==> config.mk <==
export PLATFORM = sky130hd
export DESIGN_NAME = lsu_store_buffer
export DESIGN_NICKNAME = d
export VERILOG_FILES = /design/src/rtl/lsu_store_buffer.sv
export SDC_FILE = /design/constraint.sdc
export NUM_CORES = 1
export LEC_CHECK = 0
export CAP_MARGIN = 20
export CORE_MARGIN = 8
export CORE_UTILIZATION = 45
export CTS_BUF_LIST = sky130_fd_sc_hd__clkbuf_4 sky130_fd_sc_hd__clkbuf_8
export DETAILED_ROUTE_END_ITERATION = 6
export HOLD_SLACK_MARGIN = 0.03
export PLACE_DENSITY = 0.77
export SYNTH_ARGS = -nofsm -noshare
export SYNTH_HDL_FRONTEND = slang
export SYNTH_SLANG_ARGS = --single-unit
==> constraint.sdc <==
create_clock -name clk -period 16.6 [get_ports clk]
set_input_delay 3.32 -clock clk [delete_from_list [all_inputs] [get_ports clk]]
set_output_delay 3.32 -clock clk [all_outputs]
set_load 0.01 [all_outputs]
==> src/rtl/lsu_store_buffer.sv <==
// lsu_store_buffer: in-order word store buffer with load forwarding and single-port RAM arbitration
module lsu_store_buffer #(
  parameter int DEPTH = 4,
  parameter int AW    = 32,
  parameter int DW    = 32
) (
  input  logic          clk,
  input  logic          rst,
  input  logic          stall,
  input  logic          ex_wr_en,
  input  logic [AW-1:0] ex_wr_addr,
  input  logic [DW-1:0] ex_wr_data,
  input  logic          ex_rd_en,
  input  logic [AW-1:0] ex_rd_addr,
  output logic [AW-1:0] ram_addr,
  output logic          ram_wr_en,
  output logic [DW-1:0] ram_wr_data,
  output logic          ram_rd_en,
  input  logic          ram_wr_rdy,
  input  logic [DW-1:0] ram_rd_data,
  output logic [DW-1:0] wb_rd_data,
  output logic          sb_stall,
  output logic          sb_empty
);
  localparam int PW = $clog2(DEPTH);
  localparam int CW = $clog2(DEPTH + 1);
  logic [AW-1:0] addr_q [DEPTH];
  logic [DW-1:0] data_q [DEPTH];
  logic [DEPTH-1:0] valid_q;
  logic [PW-1:0] head, tail, idx;
  logic [CW-1:0] count;
  logic fwd_hit_q, full, empty, push, load, hit, port_free, drain, byp;
  logic [DW-1:0] fwd_data_q, hit_data;
  assign full = count == CW'(DEPTH);
  assign empty = count == '0;
  assign push = ex_wr_en & !stall & !full;
  assign load = ex_rd_en & !stall;
  // Scan oldest to youngest so the youngest matching entry overrides.
  always_comb begin
    hit = 1'b0;
    hit_data = '0;
    idx = '0;
    for (int i = 0; i < DEPTH; i++) begin
      idx = head + PW'(i);
      if (valid_q[idx] && addr_q[idx] == ex_rd_addr) begin
        hit = 1'b1;
        hit_data = data_q[idx];
      end
    end
  end
  assign port_free = !(load & !hit);
  assign ram_rd_en = load & !hit & !rst;
  assign drain = !empty & ram_wr_rdy & port_free & !rst;
  // An empty buffer lets a store go straight to RAM in its EX cycle.
  assign byp = push & empty & ram_wr_rdy & port_free & !rst;
  assign ram_wr_en = drain | byp;
  assign ram_addr = ram_rd_en ? ex_rd_addr : drain ? addr_q[head] : byp ? ex_wr_addr : '0;
  assign ram_wr_data = drain ? data_q[head] : byp ? ex_wr_data : '0;
  assign wb_rd_data = fwd_hit_q ? fwd_data_q : ram_rd_data;
  assign sb_stall = full;
  assign sb_empty = empty;
  always_ff @(posedge clk) begin
    if (rst) begin
      count <= '0;
      head <= '0;
      tail <= '0;
      valid_q <= '0;
      fwd_hit_q <= 1'b0;
      fwd_data_q <= '0;
    end else begin
      fwd_hit_q <= load & hit;
      fwd_data_q <= hit_data;
      if (push && !byp) begin
        addr_q[tail] <= ex_wr_addr;
        data_q[tail] <= ex_wr_data;
        valid_q[tail] <= 1'b1;
        tail <= tail + 1'b1;
      end
      if (drain) begin
        valid_q[head] <= 1'b0;
        head <= head + 1'b1;
      end
      count <= count + CW'(push & !byp) - CW'(drain);
    end
  end
  assert property (@(posedge clk) disable iff (rst) !(ex_wr_en && ex_rd_en));
endmodule

==> run_results.csv, run 1 <==
group,metric,value,unit
run_status,status,"complete, no violations",
power,p_per_area,91.94,mW/mm²
synth,synth_flop_cell,"edfxtp_1",
cts,cts_root_buf,"clkbuf_8",
floorplanning,num_rows,76,
worst_setup_path,crit_fanout,42,
synth,synthAdderAreaFrac,0.7453,%
timing,final-hold-violation-count,0,
placement,gp_congestion,0.9324,
power,ir_drop,0.05477,mV
synth,async_flop_share,0,%
detailed_routing,wl_met3,6.248,mm
global_routing,grt_pass1_wl,89.90,mm
detailed_routing,wl_met2,28.52,mm
synth,syn_area,0.01947,mm²
detailed_routing,wl_met1,23.29,mm
floorplanning,initial_utilization,45.41,%
final_layout,syn_to_final_growth,18.91,%
synth,synthDistinctLibCells,61,
detailed_routing,first_pass_iters,7,
timing,rsz0062_at_grt,"false",
detailed_routing,drtAntennaViolNets,0,
synth,synth_compound_area_share,9.438,%
detailed_routing,via_per_inst,6.365,
worst_setup_path,critPathKind,"input pin to output pin",
floorplanning,dieArea,0.05019,mm²
final_layout,mostFrequentLayoutCell,"edfxtp_1",
timing,skew,16.24,ps
detailed_routing,drc_errors,0,
synth,synth-edff-count,256,
power,total_leakage_power,7.372,nW
global_routing,grt_overflow,0,
timing,relSlewSlack,14.40,%
placement,dp_hpwl,40.22,mm
cts,cts.sink_count,302,
worst_setup_path,cp-start-kind,"input pin",
timing,fmax,86.96,MHz
final_layout,num-fill-cells,3548,
synth,synthMuxAreaShare,30.68,%
timing,finalSetupViolCount,0,
worst_hold_path,hold_class,"flop to flop",
synth,synth_cells,1476,
synth,yosys.area_share.xor_xnor,4.947,%
final_layout,nets,1791,
cts,cts_resized,0,
synth,yosysWarnings,0,
timing,fin_crit,11500,ps
final_layout,post_route_cells_drive_above_1_share,22.93,%
floorplanning,coreArea,0.04289,mm²
worst_setup_path,cp.required,13280,ps
detailed_routing,top_layer,"met5",
synth,ys_ff_latch,302,
worst_setup_path,crit_arrival,8180,ps
cts,cts_made_buffers,53,
cts,clk_path_buf_depth,3,
timing,fin_hold_ws,505.8,ps
synth,synthesis.nets,1621,
cts,clock_latency,640,ps
detailed_routing,dr_total_vias,14490,
global_routing,grt_max_degree,121,
global_routing,grt_use_total,23.19,%
detailed_routing,wl_per_cell,26.33,µm
detailed_routing,drt_iter0_markers,1868,
timing,tns,0,ps
synth,synth_area_per_cell,13.19,µm²
synth,synth-simple-area-share,5.423,%
detailed_routing,wl,59.92,mm
floorplanning,die_w,224.0,µm
final_layout,layout.cells.most_common_list,"edfxtp_1 (256), clkdlybuf4s50_1 (233), mux4_2 (151), mux2i_1 (136), mux2_2 (99)",
placement,port_buffers,233,
cts,cts_tree,"done",
floorplanning,ios,234,
cts,post-cts-setup-buffer-count,0,
floorplanning,die_h,224.0,µm
cts,cts_hold_buf,0,
worst_setup_path,cp-end-kind,"output pin",
cts,clk_pin_slew,60,ps
cts,htree_num_levels,2,
synth,synth_top_family_by_area,"multiplexers",
global_routing,antenna_found_initial,6,
timing,post-route-period-util,69.28,%
global_routing,grt_pass1_vias,14710,
synth,ys_seq_area_share,44.20,%
timing,drv_slew,0,
flow_run,drv_cap,0,
timing,worst_pin_slew,1252,ps
final_layout,finish.utilization,53.99,%
[worst max-delay path: stages]
cell	delay (ps)
clkdlybuf4s50_1	680
nand2_1	240
o211ai_1	110
a2111oi_0	1100
nand4_1	230
o2111ai_2	230
o21a_2	760
buf_4	600
o211a_1	230
a221o_1	100
clkdlybuf4s50_1	530
[final cells by class]
type | instances | area (µm²) | share of cell area [%]
well taps | 585 | 732.0 | 3.161
clock inverters | 23 | 148.9 | 0.6430
multi-input cells | 984 | 10020 | 43.29
inverters | 49 | 183.9 | 0.7943
clock buffers | 74 | 918.4 | 3.966
flip-flops and latches | 302 | 8625 | 37.25
diodes | 3 | 7.507 | 0.03242
repair buffers | 256 | 2517 | 10.87
[cells in the mapped netlist, drive strengths merged (3+ instances only)]
cell type  number  area share, %
xor2           16           0.72
mux2          107            6.2
nand3          13           0.33
xnor2          94            4.2
a22o           64            2.9
nand4          23           0.74
dfxtp          46            4.7
a211oi          6           0.23
nand2b          4           0.13
and4            3           0.13
a22oi           8           0.31
inv            49           0.94
o21ai           6           0.15
o22ai           8           0.26
nor4            5           0.16
edfxtp        256             39
mux2i         136            7.0
o21a            6           0.23
mux4          151             17
clkbuf         70            1.3
o2111ai         6           0.30
nand2          73            1.4
o22a            3           0.13
nor3            3          0.077
nor2           79            1.6
o211ai          4           0.15
a2111oi         5           0.26
nor3b           7           0.27
a2bb2oi         4           0.18
a32oi           3           0.13
o221ai          5           0.26
ha             10           0.64
nor2b          14           0.46
a221oi          3           0.13
a222oi         29            1.5
buf            71            2.3
a21oi          70            1.8
[report_power, final]
group	internal, mW	switching [mW]
combinational	0.272	0.292
sequential	0.843	0.0287
clock	0.374	0.320
[cells by family (layout without fill, tap and decap cells)]
group	after synthesis	count (layout)
buffers and inverters	190	402
AOI/OAI and AO/OA	241	241
other	0	3
adders and majority gates	11	11
xor gates and xnor gates	110	110
muxes	394	394
DFF	302	302
and+or+nand+nor	228	228
[routing by layer]
metal,track usage (%),up-vias
li1,-,6184
met1,30.38,7247
met2,37.17,892
met3,5.310,159
met4,9.006,4
met5,0,-
[per-stage QoR]
stage | power, mW | area, µm² | instances | setup slack, ps
finish | 2.129 | 23160 | 2276 | 5100
detailed placement | 1.443 | 22080 | 2176 | 5163
global route | 2.210 | 23160 | 2276 | 4811
global placement | 1.436 | 22080 | 2176 | 5229
floorplan | 1.257 | 19470 | 1476 | 6204
CTS | 2.138 | 23150 | 2273 | 5147
[flip-flops by register name (all words and copies together), names as in the netlist, named ones only]
name	count
data_q	128
count	3
valid_q	4
fwd_data_q	32
fwd_hit_q	1
addr_q	128
head	2
tail	2
[path summary, 6_finish.rpt]
kind / from / to / slack (ps) / cells past startpoint
max: ex_rd_addr[7] / ram_addr[27] / 5100 / 11
min: valid_q[0]$_SDFF_PP0_ / valid_q[0]$_SDFF_PP0_ / 510 / 1
max reg2reg: head[0]$_SDFFE_PP0P_ / count[2]$_SDFF_PP0_ / 8950 / 18
min reg2reg: valid_q[0]$_SDFF_PP0_ / valid_q[0]$_SDFF_PP0_ / 510 / 1
(Power assumes the default switching activity.)
==> run 2: changes to the inputs <==
==> constraint.sdc (replaced) <==
create_clock -name clk -period 11.7 [get_ports clk]
set_input_delay 2.34 -clock clk [delete_from_list [all_inputs] [get_ports clk]]
set_output_delay 2.34 -clock clk [all_outputs]
set_load 0.01 [all_outputs]
==> run_results.csv, run 2 (synthesis results as in run 1) <==
group,metric,value,unit
timing,fmax,102.4,MHz
cts,clock_latency,640,ps
detailed_routing,drc_errors,0,
detailed_routing,via_per_inst,6.276,
placement,placed_cell_area,0.02208,mm²
global_routing,grt_pass1_wl,88.91,mm
floorplanning,num_rows,76,
final_layout,top_regs,"addr_q: 128 flops, data_q: 128 flops, fwd_data_q: 32 flops",
timing,skew,37.85,ps
placement,port_buffers,233,
timing,drv_slew,0,
global_routing,antenna_found_initial,1,
timing,relSlewSlack,27.39,%
global_routing,grt_pass1_vias,14590,
global_routing,grt_max_degree,104,
cts,cts_root_buf,"clkbuf_8",
power,power_switching,907.7,µW
cts,cts_made_buffers,51,
final_layout,instances_no_fill,2273,
cts,clk_path_buf_depth,3,
cts,cts_tree,"done",
detailed_routing,drtAntennaViolNets,0,
timing,post-route-period-util,83.50,%
power,total_leakage_power,7.380,nW
placement,post-place-ws,2239,ps
power,seq_power_share,40.8,%
detailed_routing,dr_total_vias,14270,
floorplanning,die_w,224.0,µm
final_layout,multi_input_area,0.01002,mm²
final_layout,nets,1789,
cts,clk_pin_slew,60,ps
cts,cts_hold_buf,0,
worst_hold_path,hold_class,"flop to flop",
floorplanning,initial_utilization,45.41,%
worst_setup_path,cp-start-kind,"flop",
power,p_per_area,130.9,mW/mm²
cts,htree_num_levels,2,
final_layout,mostFrequentLayoutCell,"edfxtp_1",
floorplanning,ios,234,
power,power,3.032,mW
worst_setup_path,slowest_delay,940,ps
timing,finalSetupViolCount,0,
global_routing,grt_use_total,22.89,%
final_layout,num-fill-cells,3512,
final_layout,stdcell_area,0.02317,mm²
placement,dp_hpwl,40.06,mm
placement,dp_cells,2176,
placement,gp_congestion,0.9397,
floorplanning,die_h,224.0,µm
cts,post-cts-setup-buffer-count,0,
final_layout,layout.cells.most_common_list,"edfxtp_1 (256), clkdlybuf4s50_1 (233), mux4_2 (151), mux2i_1 (136), mux2_2 (99)",
detailed_routing,first_pass_iters,7,
final_layout,post_route_cells_drive_above_1_share,22.94,%
timing,tns,0,ps
timing,final-hold-violation-count,0,
detailed_routing,wl_per_cell,26.07,µm
cts,cts.sink_count,302,
power,power.internal,2.125,mW
worst_setup_path,crit_chain,"inv_1, ha_4, buf_4, mux4_2, xnor2_1, nand4_1, a2111oi_0, nand4_1, o2111ai_2, o2111a_2, buf_4, a32oi_1, nand2_1, clkdlybuf4s50_1",
floorplanning,coreArea,0.04289,mm²
cts,cts_resized,0,
detailed_routing,drt_iter0_markers,1607,
timing,fin_crit,9770,ps
global_routing,grt_overflow,0,
detailed_routing,wl,59.26,mm
power,switching_share,29.93,%
worst_setup_path,worst_path_max_delay_cell,"dfxtp_4",
flow_run,drv_cap,0,
worst_setup_path,crit_fanout,54,
floorplanning,dieArea,0.05019,mm²
run_status,status,"complete, no violations",
worst_setup_path,cp.required,9360,ps
worst_setup_path,cp-end-kind,"output pin",
power,ir_drop,0.09155,mV
timing,worst_pin_slew,1089,ps
final_layout,syn_to_final_growth,19.01,%
power,clkPwrFrac,33.0,%
worst_setup_path,critPathKind,"flop to output pin",
timing,layout_setup_ws,1930,ps
final_layout,ff_latch_area,0.008625,mm²
timing,rsz0062_at_grt,"false",
worst_setup_path,crit_arrival,7430,ps
power,combPwrFrac,26.2,%
[run 2: final timing paths]
| kind | startpoint | end | slack, ps | depth (start not counted) |
|---|---|---|---|---|
| min reg2reg | valid_q[0]$_SDFF_PP0_ | valid_q[0]$_SDFF_PP0_ | 510 | 1 |
| min | valid_q[0]$_SDFF_PP0_ | valid_q[0]$_SDFF_PP0_ | 510 | 1 |
| max | head[0]$_SDFFE_PP0P_ | ram_addr[9] | 1930 | 14 |
| max reg2reg | head[0]$_SDFFE_PP0P_ | count[2]$_SDFF_PP0_ | 4230 | 20 |
[run 2: metal layers]
layer	global-route usage, %	share of wire [%]	up-vias
met1	30.24	40	7217
met3	5.205	9.4	115
met4	6.967	2.4	2
li1	-	-	6187
met5	0	0.022	-
met2	37.30	48	744
[run 2: cell type report]
class | count | area share, %
tap | 585 | 3.158
clock inverter | 32 | 1.123
multi-input combinational | 984 | 43.25
sequential | 302 | 37.22
antenna | 1 | 0.01080
clock buffer | 64 | 3.585
inverter | 49 | 0.7936
timing repair buffer | 256 | 10.86
[run 2: through the flow]
step	hold WS, ps	util [%]
after CTS	508.1	54.03
final	510.7	54.04
after global routing	545.3	54.03
after detailed placement	493.3	51.49
after global placement	495.7	51.49
after floorplan	455.4	-
[run 2: critical path, delay by kind of cell, from the launching register on]
family          cells  cell delay (ps)
mux                 1              380
flops               1              940
fa+ha+maj           1              670
simple gates        3              800
compound gates      4             1640
xor+xnor            1              350
buf+inv             4             1930
[run 2: power by group through the flow]
stage / combinational (mW) / clock, mW / sequential [mW]
3_5_place_dp: 0.785 / 0 / 1.26
6_report: 0.793 / 1.00 / 1.24
2_1_floorplan: 0.550 / 0 / 1.23
3_3_place_gp: 0.775 / 0 / 1.26
4_1_cts: 0.790 / 1.02 / 1.24
5_1_grt: 0.845 / 1.06 / 1.24
